--- src/rtl/btree_mux_seq_if.sv ---
// Result stream from the sequencer's FIFO toward the colour stage.
// The master drives the head entry; the slave returns ready.
interface btree_mux_seq_if #(
  parameter int INDEX_WIDTH = 6
);
  logic                   out_valid;
  logic                   out_ready;
  logic                   out_hit;
  logic [INDEX_WIDTH-1:0] out_index;
  logic                   out_eol;
  logic                   out_last;

  modport master (
    output out_valid,
    output out_hit,
    output out_index,
    output out_eol,
    output out_last,
    input  out_ready
  );

  modport slave (
    input  out_valid,
    input  out_hit,
    input  out_index,
    input  out_eol,
    input  out_last,
    output out_ready
  );
endinterface

--- src/rtl/btree_mux_seq.sv ---
// Raster sequencer for the btree_mux hit-test path: issues pixel coordinates,
// tracks them through the fixed mux latency and buffers results under credit control.
module btree_mux_seq #(
  parameter int RECT_COUNT  = 64,
  parameter int INDEX_WIDTH = $clog2(RECT_COUNT),
  parameter int MUX_LATENCY = 2,
  parameter int H_ACTIVE    = 640,
  parameter int V_ACTIVE    = 480,
  parameter int COORD_WIDTH = 10,
  parameter int FIFO_DEPTH  = 4
) (
  input  logic                   clk,
  input  logic                   resetn,
  input  logic                   frame_start,
  input  logic                   abort,
  output logic [COORD_WIDTH-1:0] pix_x,
  output logic [COORD_WIDTH-1:0] pix_y,
  output logic                   pix_issue,
  input  logic                   mux_flag,
  input  logic [INDEX_WIDTH-1:0] mux_index,
  btree_mux_seq_if.master        result,
  output logic                   busy,
  output logic                   frame_done
);

  localparam int CNT_W   = $clog2(FIFO_DEPTH + 1) + 1;
  localparam int PTR_W   = (FIFO_DEPTH > 1) ? $clog2(FIFO_DEPTH) : 1;
  localparam int ENTRY_W = INDEX_WIDTH + 3;

  typedef enum logic [1:0] {
    IDLE  = 2'd0,
    RUN   = 2'd1,
    DRAIN = 2'd2
  } state_t;

  state_t state_reg;
  state_t state_next;

  logic [COORD_WIDTH-1:0] x_reg;
  logic [COORD_WIDTH-1:0] y_reg;
  logic                   at_eol;
  logic                   at_last;

  logic [MUX_LATENCY-1:0] tag_valid_reg;
  logic [MUX_LATENCY-1:0] tag_valid_next;
  logic [MUX_LATENCY-1:0] tag_eol_reg;
  logic [MUX_LATENCY-1:0] tag_eol_next;
  logic [MUX_LATENCY-1:0] tag_last_reg;
  logic [MUX_LATENCY-1:0] tag_last_next;

  logic [ENTRY_W-1:0] mem [FIFO_DEPTH];
  logic [ENTRY_W-1:0] push_entry;
  logic [ENTRY_W-1:0] head_entry;
  logic [PTR_W-1:0]   wr_ptr_reg;
  logic [PTR_W-1:0]   rd_ptr_reg;
  logic [CNT_W-1:0]   count_reg;
  logic [CNT_W-1:0]   count_next;
  logic [CNT_W-1:0]   inflight_reg;
  logic [CNT_W-1:0]   inflight_next;
  logic [CNT_W-1:0]   credit;

  logic push;
  logic pop;
  logic drain_empty;

  function automatic logic [PTR_W-1:0] ptr_inc(input logic [PTR_W-1:0] p);
    return (p == PTR_W'(FIFO_DEPTH - 1)) ? '0 : p + PTR_W'(1);
  endfunction

  assign at_eol  = (x_reg == COORD_WIDTH'(H_ACTIVE - 1));
  assign at_last = at_eol && (y_reg == COORD_WIDTH'(V_ACTIVE - 1));

  assign pix_x = x_reg;
  assign pix_y = y_reg;

  // A pop frees its slot in the same cycle, so issue never bubbles under full throughput.
  assign push        = tag_valid_reg[MUX_LATENCY-1];
  assign pop         = result.out_valid && result.out_ready;
  assign credit      = CNT_W'(FIFO_DEPTH) + CNT_W'(pop) - count_reg - inflight_reg;
  assign drain_empty = (inflight_reg == '0) && (count_reg == '0);

  always_ff @(posedge clk or negedge resetn) begin
    if (!resetn) begin
      state_reg <= IDLE;
    end else begin
      state_reg <= state_next;
    end
  end

  always_comb begin
    state_next = state_reg;
    if (abort) begin
      state_next = IDLE;
    end else begin
      case (state_reg)
        IDLE:    if (frame_start) state_next = RUN;
        RUN:     if (pix_issue && at_last) state_next = DRAIN;
        DRAIN:   if (drain_empty) state_next = IDLE;
        default: state_next = IDLE;
      endcase
    end
  end

  // busy drops together with the frame_done pulse although the state is still DRAIN.
  always_comb begin
    pix_issue  = 1'b0;
    busy       = 1'b0;
    frame_done = 1'b0;
    case (state_reg)
      RUN: begin
        pix_issue = !abort && (credit != '0);
        busy      = 1'b1;
      end
      DRAIN: begin
        frame_done = drain_empty && !abort;
        busy       = !drain_empty;
      end
      default: begin
        pix_issue  = 1'b0;
        busy       = 1'b0;
        frame_done = 1'b0;
      end
    endcase
  end

  always_ff @(posedge clk or negedge resetn) begin
    if (!resetn) begin
      x_reg <= '0;
      y_reg <= '0;
    end else if (abort || (state_reg == IDLE && frame_start)) begin
      x_reg <= '0;
      y_reg <= '0;
    end else if (pix_issue) begin
      if (at_eol) begin
        x_reg <= '0;
        y_reg <= at_last ? '0 : y_reg + COORD_WIDTH'(1);
      end else begin
        x_reg <= x_reg + COORD_WIDTH'(1);
      end
    end
  end

  genvar gi;
  generate
    for (gi = 0; gi < MUX_LATENCY; gi++) begin : g_tag
      if (gi == 0) begin : g_in
        assign tag_valid_next[gi] = pix_issue;
        assign tag_eol_next[gi]   = at_eol;
        assign tag_last_next[gi]  = at_last;
      end else begin : g_shift
        assign tag_valid_next[gi] = tag_valid_reg[gi-1];
        assign tag_eol_next[gi]   = tag_eol_reg[gi-1];
        assign tag_last_next[gi]  = tag_last_reg[gi-1];
      end
    end
  endgenerate

  // Clearing the tags on abort is what discards results still inside the mux.
  always_ff @(posedge clk or negedge resetn) begin
    if (!resetn) begin
      tag_valid_reg <= '0;
      tag_eol_reg   <= '0;
      tag_last_reg  <= '0;
    end else if (abort) begin
      tag_valid_reg <= '0;
      tag_eol_reg   <= '0;
      tag_last_reg  <= '0;
    end else begin
      tag_valid_reg <= tag_valid_next;
      tag_eol_reg   <= tag_eol_next;
      tag_last_reg  <= tag_last_next;
    end
  end

  assign push_entry = {mux_flag,
                       mux_flag ? mux_index : {INDEX_WIDTH{1'b0}},
                       tag_eol_reg[MUX_LATENCY-1],
                       tag_last_reg[MUX_LATENCY-1]};

  always_ff @(posedge clk) begin
    if (push && !abort) begin
      mem[wr_ptr_reg] <= push_entry;
    end
  end

  assign count_next    = count_reg + CNT_W'(push) - CNT_W'(pop);
  assign inflight_next = inflight_reg + CNT_W'(pix_issue) - CNT_W'(push);

  always_ff @(posedge clk or negedge resetn) begin
    if (!resetn) begin
      wr_ptr_reg   <= '0;
      rd_ptr_reg   <= '0;
      count_reg    <= '0;
      inflight_reg <= '0;
    end else if (abort) begin
      wr_ptr_reg   <= '0;
      rd_ptr_reg   <= '0;
      count_reg    <= '0;
      inflight_reg <= '0;
    end else begin
      if (push) wr_ptr_reg <= ptr_inc(wr_ptr_reg);
      if (pop)  rd_ptr_reg <= ptr_inc(rd_ptr_reg);
      count_reg    <= count_next;
      inflight_reg <= inflight_next;
    end
  end

  // Head fields are masked by valid so an empty or flushed FIFO presents zeros.
  assign head_entry       = mem[rd_ptr_reg];
  assign result.out_valid = (count_reg != '0);
  assign result.out_hit   = result.out_valid & head_entry[ENTRY_W-1];
  assign result.out_index = result.out_valid ? head_entry[ENTRY_W-2:2] : {INDEX_WIDTH{1'b0}};
  assign result.out_eol   = result.out_valid & head_entry[1];
  assign result.out_last  = result.out_valid & head_entry[0];

endmodule

--- src/flat_wrapper.sv ---
// flat-port wrapper written by rule: the top's interface ports become plain ports
module btree_mux_seq_flat 
#(
  parameter int RECT_COUNT  = 64,
  parameter int INDEX_WIDTH = $clog2(RECT_COUNT),
  parameter int MUX_LATENCY = 2,
  parameter int H_ACTIVE    = 640,
  parameter int V_ACTIVE    = 480,
  parameter int COORD_WIDTH = 10,
  parameter int FIFO_DEPTH  = 4
)
  (clk, resetn, frame_start, abort, pix_x, pix_y, pix_issue, mux_flag, mux_index, busy, frame_done, result_out_valid, result_out_hit, result_out_index, result_out_eol, result_out_last, result_out_ready);
  btree_mux_seq_if #(.INDEX_WIDTH(INDEX_WIDTH)) result_i ();
  input  logic clk;
  input  logic resetn;
  input  logic frame_start;
  input  logic abort;
  output logic [COORD_WIDTH-1:0] pix_x;
  output logic [COORD_WIDTH-1:0] pix_y;
  output logic pix_issue;
  input  logic mux_flag;
  input  logic [INDEX_WIDTH-1:0] mux_index;
  output logic busy;
  output logic frame_done;
  output wire logic [$bits(result_i.out_valid)-1:0] result_out_valid;
  output wire logic [$bits(result_i.out_hit)-1:0] result_out_hit;
  output wire logic [$bits(result_i.out_index)-1:0] result_out_index;
  output wire logic [$bits(result_i.out_eol)-1:0] result_out_eol;
  output wire logic [$bits(result_i.out_last)-1:0] result_out_last;
  input wire logic [$bits(result_i.out_ready)-1:0] result_out_ready;
  assign result_out_valid = result_i.out_valid;
  assign result_out_hit = result_i.out_hit;
  assign result_out_index = result_i.out_index;
  assign result_out_eol = result_i.out_eol;
  assign result_out_last = result_i.out_last;
  assign result_i.out_ready = result_out_ready;
  btree_mux_seq #(.RECT_COUNT(RECT_COUNT), .INDEX_WIDTH(INDEX_WIDTH), .MUX_LATENCY(MUX_LATENCY), .H_ACTIVE(H_ACTIVE), .V_ACTIVE(V_ACTIVE), .COORD_WIDTH(COORD_WIDTH), .FIFO_DEPTH(FIFO_DEPTH)) u_core (.clk(clk), .resetn(resetn), .frame_start(frame_start), .abort(abort), .pix_x(pix_x), .pix_y(pix_y), .pix_issue(pix_issue), .mux_flag(mux_flag), .mux_index(mux_index), .result(result_i), .busy(busy), .frame_done(frame_done));
endmodule
--- config.mk ---
export PLATFORM = sky130hd
export DESIGN_NAME = btree_mux_seq_flat
export DESIGN_NICKNAME = d
export VERILOG_FILES = /design/src/rtl/btree_mux_seq_if.sv /design/src/rtl/btree_mux_seq.sv /design/src/flat_wrapper.sv
export SDC_FILE = /design/constraint.sdc
export NUM_CORES = 1
export LEC_CHECK = 0
export BUFFER_PORTS_ARGS = -buffer_cell sky130_fd_sc_hd__clkbuf_2
export CORE_MARGIN = 2
export CORE_UTILIZATION = 58
export DETAILED_ROUTE_END_ITERATION = 8
export PLACE_DENSITY = 0.86
export SLEW_MARGIN = 20
export SYNTH_ARGS = -nofsm -noshare
export SYNTH_HDL_FRONTEND = slang
export SYNTH_SLANG_ARGS = --single-unit
--- constraint.sdc ---
create_clock -name clk -period 5.1 [get_ports clk]
set_clock_uncertainty 0.1 [all_clocks]
set_input_delay 1.02 -clock clk [delete_from_list [all_inputs] [get_ports clk]]
set_output_delay 1.02 -clock clk [all_outputs]
set_load 0.005 [all_outputs]
* Yosys cells after proc, flatten, opt, wreduce, memory -nomap -nowiden *
Memories as Yosys holds them, arrays and structs flattened.
Index checks and enable logic that the tools add are counted.

operators by class
  muxes and demuxes = 30
  bitwise logic cells = 3
  equality and inequality tests = 9
  reductions and logical operators = 22
  add/sub/neg operators = 11

operators with widths
  operator                                        count
  two-way mux 10 bit                              7
  two-way mux 2 bit                               13
  adder 10 x 1 -> 10 bit, second input constant   2
  two-way mux 6 bit                               2
  == test 10 bit, second input constant           1
  == test 10 x 9 -> 1 bit, second input constant  1
  adder 4 x 1 -> 4 bit                            2
  logical AND 1 bit                               8
  logical NOT 4 bit                               2
  two-way mux 4 bit                               2
  nonzero test 2 bit                              4
  nonzero test 4 bit                              2
  subtractor 4 x 1 -> 4 bit                       2
  subtractor 4 bit                                2
  == test 2 bit, second input constant            3
  != test 3 x 2 -> 1 bit, second input constant   2
  case mux 2 bit (3 select lines)                 1
  adder 2 x 1 -> 2 bit, second input constant     2
  adder 3 x 1 -> 4 bit, first input constant      1
  two-way mux 1 bit                               4
  AND 1 bit                                       3
  != test 3 bit, second input constant            1
  AND reduction 3 bit                             1
  == test 2 x 1 -> 1 bit, second input constant   1
  other kinds (5)                                 6

word-level totals
  RAM bits = 36
  memories kept = 1
  logic and storage cells = 86
  bits in registers = 40

memories
  memory      depth  width  rd ports  clocked after memory_dff  wr ports  RTL line             RTL
  u_core.mem  4      9      1         0                         1         btree_mux_seq.sv:51  logic [ENTRY_W-1:0] mem [FIFO_DEPTH];

* Logic depth before layout (Yosys ltp) *
  word-level depth = 12
  mapped depth = 19

* Worst setup path after synthesis *
No wires, ideal clock.

  kind = in2reg
  start point = in result_out_ready
  end point = reg u_core.inflight_reg[2]
  buffers on the path = 0
  stages = 14
  setup slack = 0.938 ns
  arrival = 3.930 ns
  cell sequence = nand2_1 fa_1 inv_1 ha_1 fa_1 xnor2_1 xor2_2 o21ai_0 ha_1 inv_1 ha_1 fa_1 xnor2_1 nor2_1

between the ends
  cells in the longest elaborated chain, start to end = 10

ends and longest elaborated chain
  item                            RTL line              RTL
  start: declaration              flat_wrapper.sv:30    input wire logic [$bits(result_i.out_ready)-1:0] result_out_ready;
  logical AND 1 bit               btree_mux_seq.sv:78   assign pop = result.out_valid && result.out_ready;
  adder 3 x 1 -> 4 bit            btree_mux_seq.sv:79   assign credit = CNT_W'(FIFO_DEPTH) + CNT_W'(pop) - count_reg - inflight_reg;
  subtractor 4 bit (2 in series)  btree_mux_seq.sv:79
  nonzero test 4 bit              btree_mux_seq.sv:111  pix_issue = !abort && (credit != '0);
  logical AND 1 bit               btree_mux_seq.sv:111
  two-way mux 1 bit               btree_mux_seq.sv:109  case (state_reg)
  adder 4 x 1 -> 4 bit            btree_mux_seq.sv:187  assign inflight_next = inflight_reg + CNT_W'(pix_issue) - CNT_W'(push);
  subtractor 4 x 1 -> 4 bit       btree_mux_seq.sv:187
  two-way mux 4 bit               btree_mux_seq.sv:195  end else if (abort) begin
  end signal: assignment          btree_mux_seq.sv:204  inflight_reg <= inflight_next;
  end: declaration                btree_mux_seq.sv:58   logic [CNT_W-1:0] inflight_reg;

No other way between the ends.
A chain may end at the register's enable or synchronous reset.

* Final worst setup path *
  start point = reg u_core.count_reg[3]
  end point = out pix_issue

between the ends
  cells in the longest elaborated chain, start to end = 8

ends and longest elaborated chain
  item                              RTL line              RTL
  start: declaration                btree_mux_seq.sv:56   logic [CNT_W-1:0] count_reg;
  start signal: assignment          btree_mux_seq.sv:203  count_reg <= count_next;
  nonzero test 4 bit                btree_mux_seq.sv:210  assign result.out_valid = (count_reg != '0);
  logical AND 1 bit                 btree_mux_seq.sv:78
  adder 3 x 1 -> 4 bit              btree_mux_seq.sv:79
  subtractor 4 bit * (2 in series)  btree_mux_seq.sv:79
  nonzero test 4 bit *              btree_mux_seq.sv:111
  logical AND 1 bit *               btree_mux_seq.sv:111
  two-way mux 1 bit *               btree_mux_seq.sv:109
  end: declaration                  flat_wrapper.sv:20    output logic pix_issue;

Mark *: on every way between the ends. The rest lies on a longest branch, timed or not.

==> out/results.tsv <==
stage	metric	value	unit
outcome	status	completed	
synth	sequential fraction of the synthesis area	52.8	%
synth	multiplexer share of the synthesized area	6.15	%
synth	Post-synth EDFFs	36	
critical_path	CP max FO	11	
global_routing	initial antenna violation count	0	
routing	vias per cell	5.84	
routing	Routed Antenna Nets	0	
min_path	Hold Crit Class	flop to flop	
synth	Ys Warns	0	
critical_path	Required @ worst endpoint	3.98	ns
clock_network	maximum clock path buffer count	2	
power_and_ir_drop	Worst VDD drop	0.206	mV
timing	Setup TNS Final	0	ns
die	Placement Rows	30	
critical_path	reg-to-reg critical path startpoint	u_core.count_reg[3]	
critical_path	CP top delay family	adder cells	
clock_network	Clk pin slew, worst setup/hold paths	0.08	ns
timing	Worst Tran Pin Value	0.919	ns
timing	Slew Limit Fails	0	
synth	Yosys top cell by area	edfxtp_1	
min_path	HP Start	u_core.tag_valid_reg[0]	
finish	Most flops, register	u_core.mem	
synth	Syn Nets	369	
die	Core ar.	6680	um2
timing	Max Fclk	0.209	GHz
critical_path	worst reg2reg path depth	18	
power_and_ir_drop	Pleak	1.90	nW
placed_design	HPWL after detailed placement	5.51	mm
power_and_ir_drop	sequential power share	38.8	%
synth	Syn Inst Count	329	
synth	Synth Area in Simple Gates	16.1	%
global_routing	GRT Overall Usage	22.6	%
critical_path	CP Launch Type	flop	
clock_network	H-tree level count	3	
critical_path	r2r endpoint	u_core.inflight_reg[2]	
synth	largest family of logic cells by synthesized area	simple AND/OR/NAND/NOR gates	
critical_path	worst path bufs/invs	5	
finish	Final nets	418	
die	# IOs	45	
routing	DRT Wirelength	7.78	mm
timing	final setup fails	0	
global_routing	vias in the first global route	2689	
finish	max reg flops	36	
routing	DR WL/cell	16.8	um
placed_design	pre-CTS WS	0.531	ns
flow_run	max cap viols	0	
placed_design	Final GP Congestion	0.895	
die	Die Y	86.5	um
synth	adder and majority gate portion of the synthesized area	9.64	%
critical_path	critical path's slowest cell	dfrtp_1	
timing	Rel. slew slack	38.7	%
synth	Synth Flop Type	dfrtp_1	
critical_path	critical-path cell list	inv_1 > ha_1 > nor3b_1 > inv_1 > nand2_1 > fa_1 > inv_1 > ha_1 > fa_1 > xnor2_1 > xor2_2 > o21ai_1 > inv_1 > clkbuf_2	
synth	Compound-Gate Fraction of Synth Area	8.37	%
critical_path	Most common cell on crit path	inv_1	
routing	Initial DRT Pass Iterations	4	
power_and_ir_drop	P_int	1.25	mW
global_routing	GRT overflow	0	
synth	Mapped Area	3950	um2
clock_network	TritonCTS buffer count	9	
timing	final hold vios	0	
min_path	hold endpoint	u_core.tag_valid_reg[1]	
synth	post-synthesis xor/xnor area fraction	3.27	%
timing	slack of the critical path	0.316	ns
finish	antenna cell count	0	
timing	part of the cycle the worst path needs	93.8	%
synth	ys async rst share	52.6	%
critical_path	CP Launch Point	u_core.count_reg[3]	
synth	most frequent cells after synthesis	dfrtp_1 (40), edfxtp_1 (36), inv_1 (28)	
critical_path	CP peak stage delay	0.42	ns
synth	top cells by area, synth	edfxtp_1 (27%), dfrtp_1 (25%), ha_1 (7.6%), mux4_2 (5.1%), inv_1 (2.7%)	
power_and_ir_drop	combinational share of power	34.5	%
routing	DRT iter0 DRCs	157	
finish	layout cells sized above 1	20.9	%
die	die area	7480	um2
clock_network	Setup Buffers After CTS	0	
placed_design	IO buf count	44	
finish	area added between synthesis and finish	13.2	%
synth	Syn Area/Cell	12.0	um2
clock_network	CTS tree	yes	
timing	final worst path period need	4.78	ns
power_and_ir_drop	Pwr Density	430	nW/um2
critical_path	Crit Path Class	flop to output pin	
clock_network	clk_lat worst skew	0.34	ns
placed_design	DP Cell Count	447	
die	die width	86.5	um
finish	Post-Layout Cell Count	463	
critical_path	critical path data arrival time	3.66	ns
synth	Cell variety after synth	46	
synth	Synth top area share	27.4	%
global_routing	first-pass GRT wire length	12.9	mm
power_and_ir_drop	Sw Share	34.7	%
power_and_ir_drop	Clk network pwr share	26.7	%
routing	via count	2706	
timing	RSZ-0062 raised after global routing	false	
synth	most frequent cell after synthesis	dfrtp_1	
timing	WHS	0.381	ns
clock_network	clock sinks	76	
die	Initial Utilization	59.0	%
global_routing	largest net degree at the start of global routing	41	
clock_network	CTS root buf	clkbuf_8	
synth	number of synthesized register bits	76	
min_path	Worst Hold Depth	1	
routing	DR DRC count	0	
power_and_ir_drop	P_sw	0.666	mW
critical_path	Worst setup EP type	output pin	
critical_path	reg-to-reg setup timing slack	0.73	ns
-- cell usage in the layout (no fill, tap or decap), types with 4 or more instances in the layout --
cell and n:
a21oi_1 20, nand2_1 16, nor3_1 5, xnor2_1 10, o21ai_0 8, and2_1 15, nand4_1 5, fa_1 4
edfxtp_1 36, clkbuf_8 9, mux4_2 9, clkbuf_2 43, a21o_1 4, nand3_1 12, and3_1 7, nor2_1 21
inv_1 28, ha_1 24, or3_1 6, mux2i_1 4, nor2b_1 10, dfrtp_1 40
-- power by group through the flow --
stage / sequential [mW] / clock (mW) / combinational, mW
2_1_floorplan: 0.726 / 0 / 0.498
3_5_place_dp: 0.760 / 0 / 0.662
3_3_place_gp: 0.752 / 0 / 0.639
6_report: 0.745 / 0.512 / 0.662
5_1_grt: 0.754 / 0.547 / 0.750
4_1_cts: 0.747 / 0.520 / 0.670
-- metal layers --
metal	global-route usage, %	vias up	routed length [um]	share of wire [%]
met5	0	-	0	0
met4	9.09	0	92	1.2
met3	3.24	10	292	3.8
met2	39.0	74	4050	52
met1	28.7	1338	3350	43
li1	-	1284	-	-
-- through the flow --
step / power, mW / cell area, um2 / utilization (%)
4_1_cts: 1.94 / 4460 / 66.8
5_1_grt: 2.05 / 4460 / 66.8
3_3_place_gp: 1.39 / 4240 / 63.5
6_report: 1.92 / 4460 / 66.8
3_5_place_dp: 1.42 / 4240 / 63.5
2_1_floorplan: 1.22 / 3950 / -
-- cell type report --
| type | count | area (um2) |
|---|---|---|
| well taps | 80 | 100 |
| clock buffers | 9 | 124 |
| repair buffers | 46 | 235 |
| multi-input cells | 217 | 1720 |
| flip-flops and latches | 76 | 2080 |
| clock inverters | 7 | 98.8 |
| inverters | 28 | 105 |
| fillers | 492 | 2220 |
-- worst max path at each step --
stage                                   to  slack (ns)  depth (start not counted)
floorplan           u_core.inflight_reg[2]        0.94                         14
global placement                 pix_issue        0.73                         14
detailed placement               pix_issue        0.53                         14
CTS                              pix_issue        0.14                         14
global route                     pix_issue        0.02                         14
finish                           pix_issue        0.32                         14
-- logic make-up (layout without fill, tap and decap cells) --
family	after synthesis	after routing
compound gates	51	51
xor+xnor	13	13
fa+ha+maj	28	28
buf+inv	36	90
flops	76	76
mux	13	13
simple gates	112	112
-- timing repair --
| action | CTS | global route |
|---|---|---|
| hold endpoints to repair | 0 | 0 |
| endpoints found under the setup margin | 0 | 1 |
| hold buffers | 0 | 0 |
| resized for setup | 0 | 1 |
Note: power is estimated with default switching activity, not from simulation.
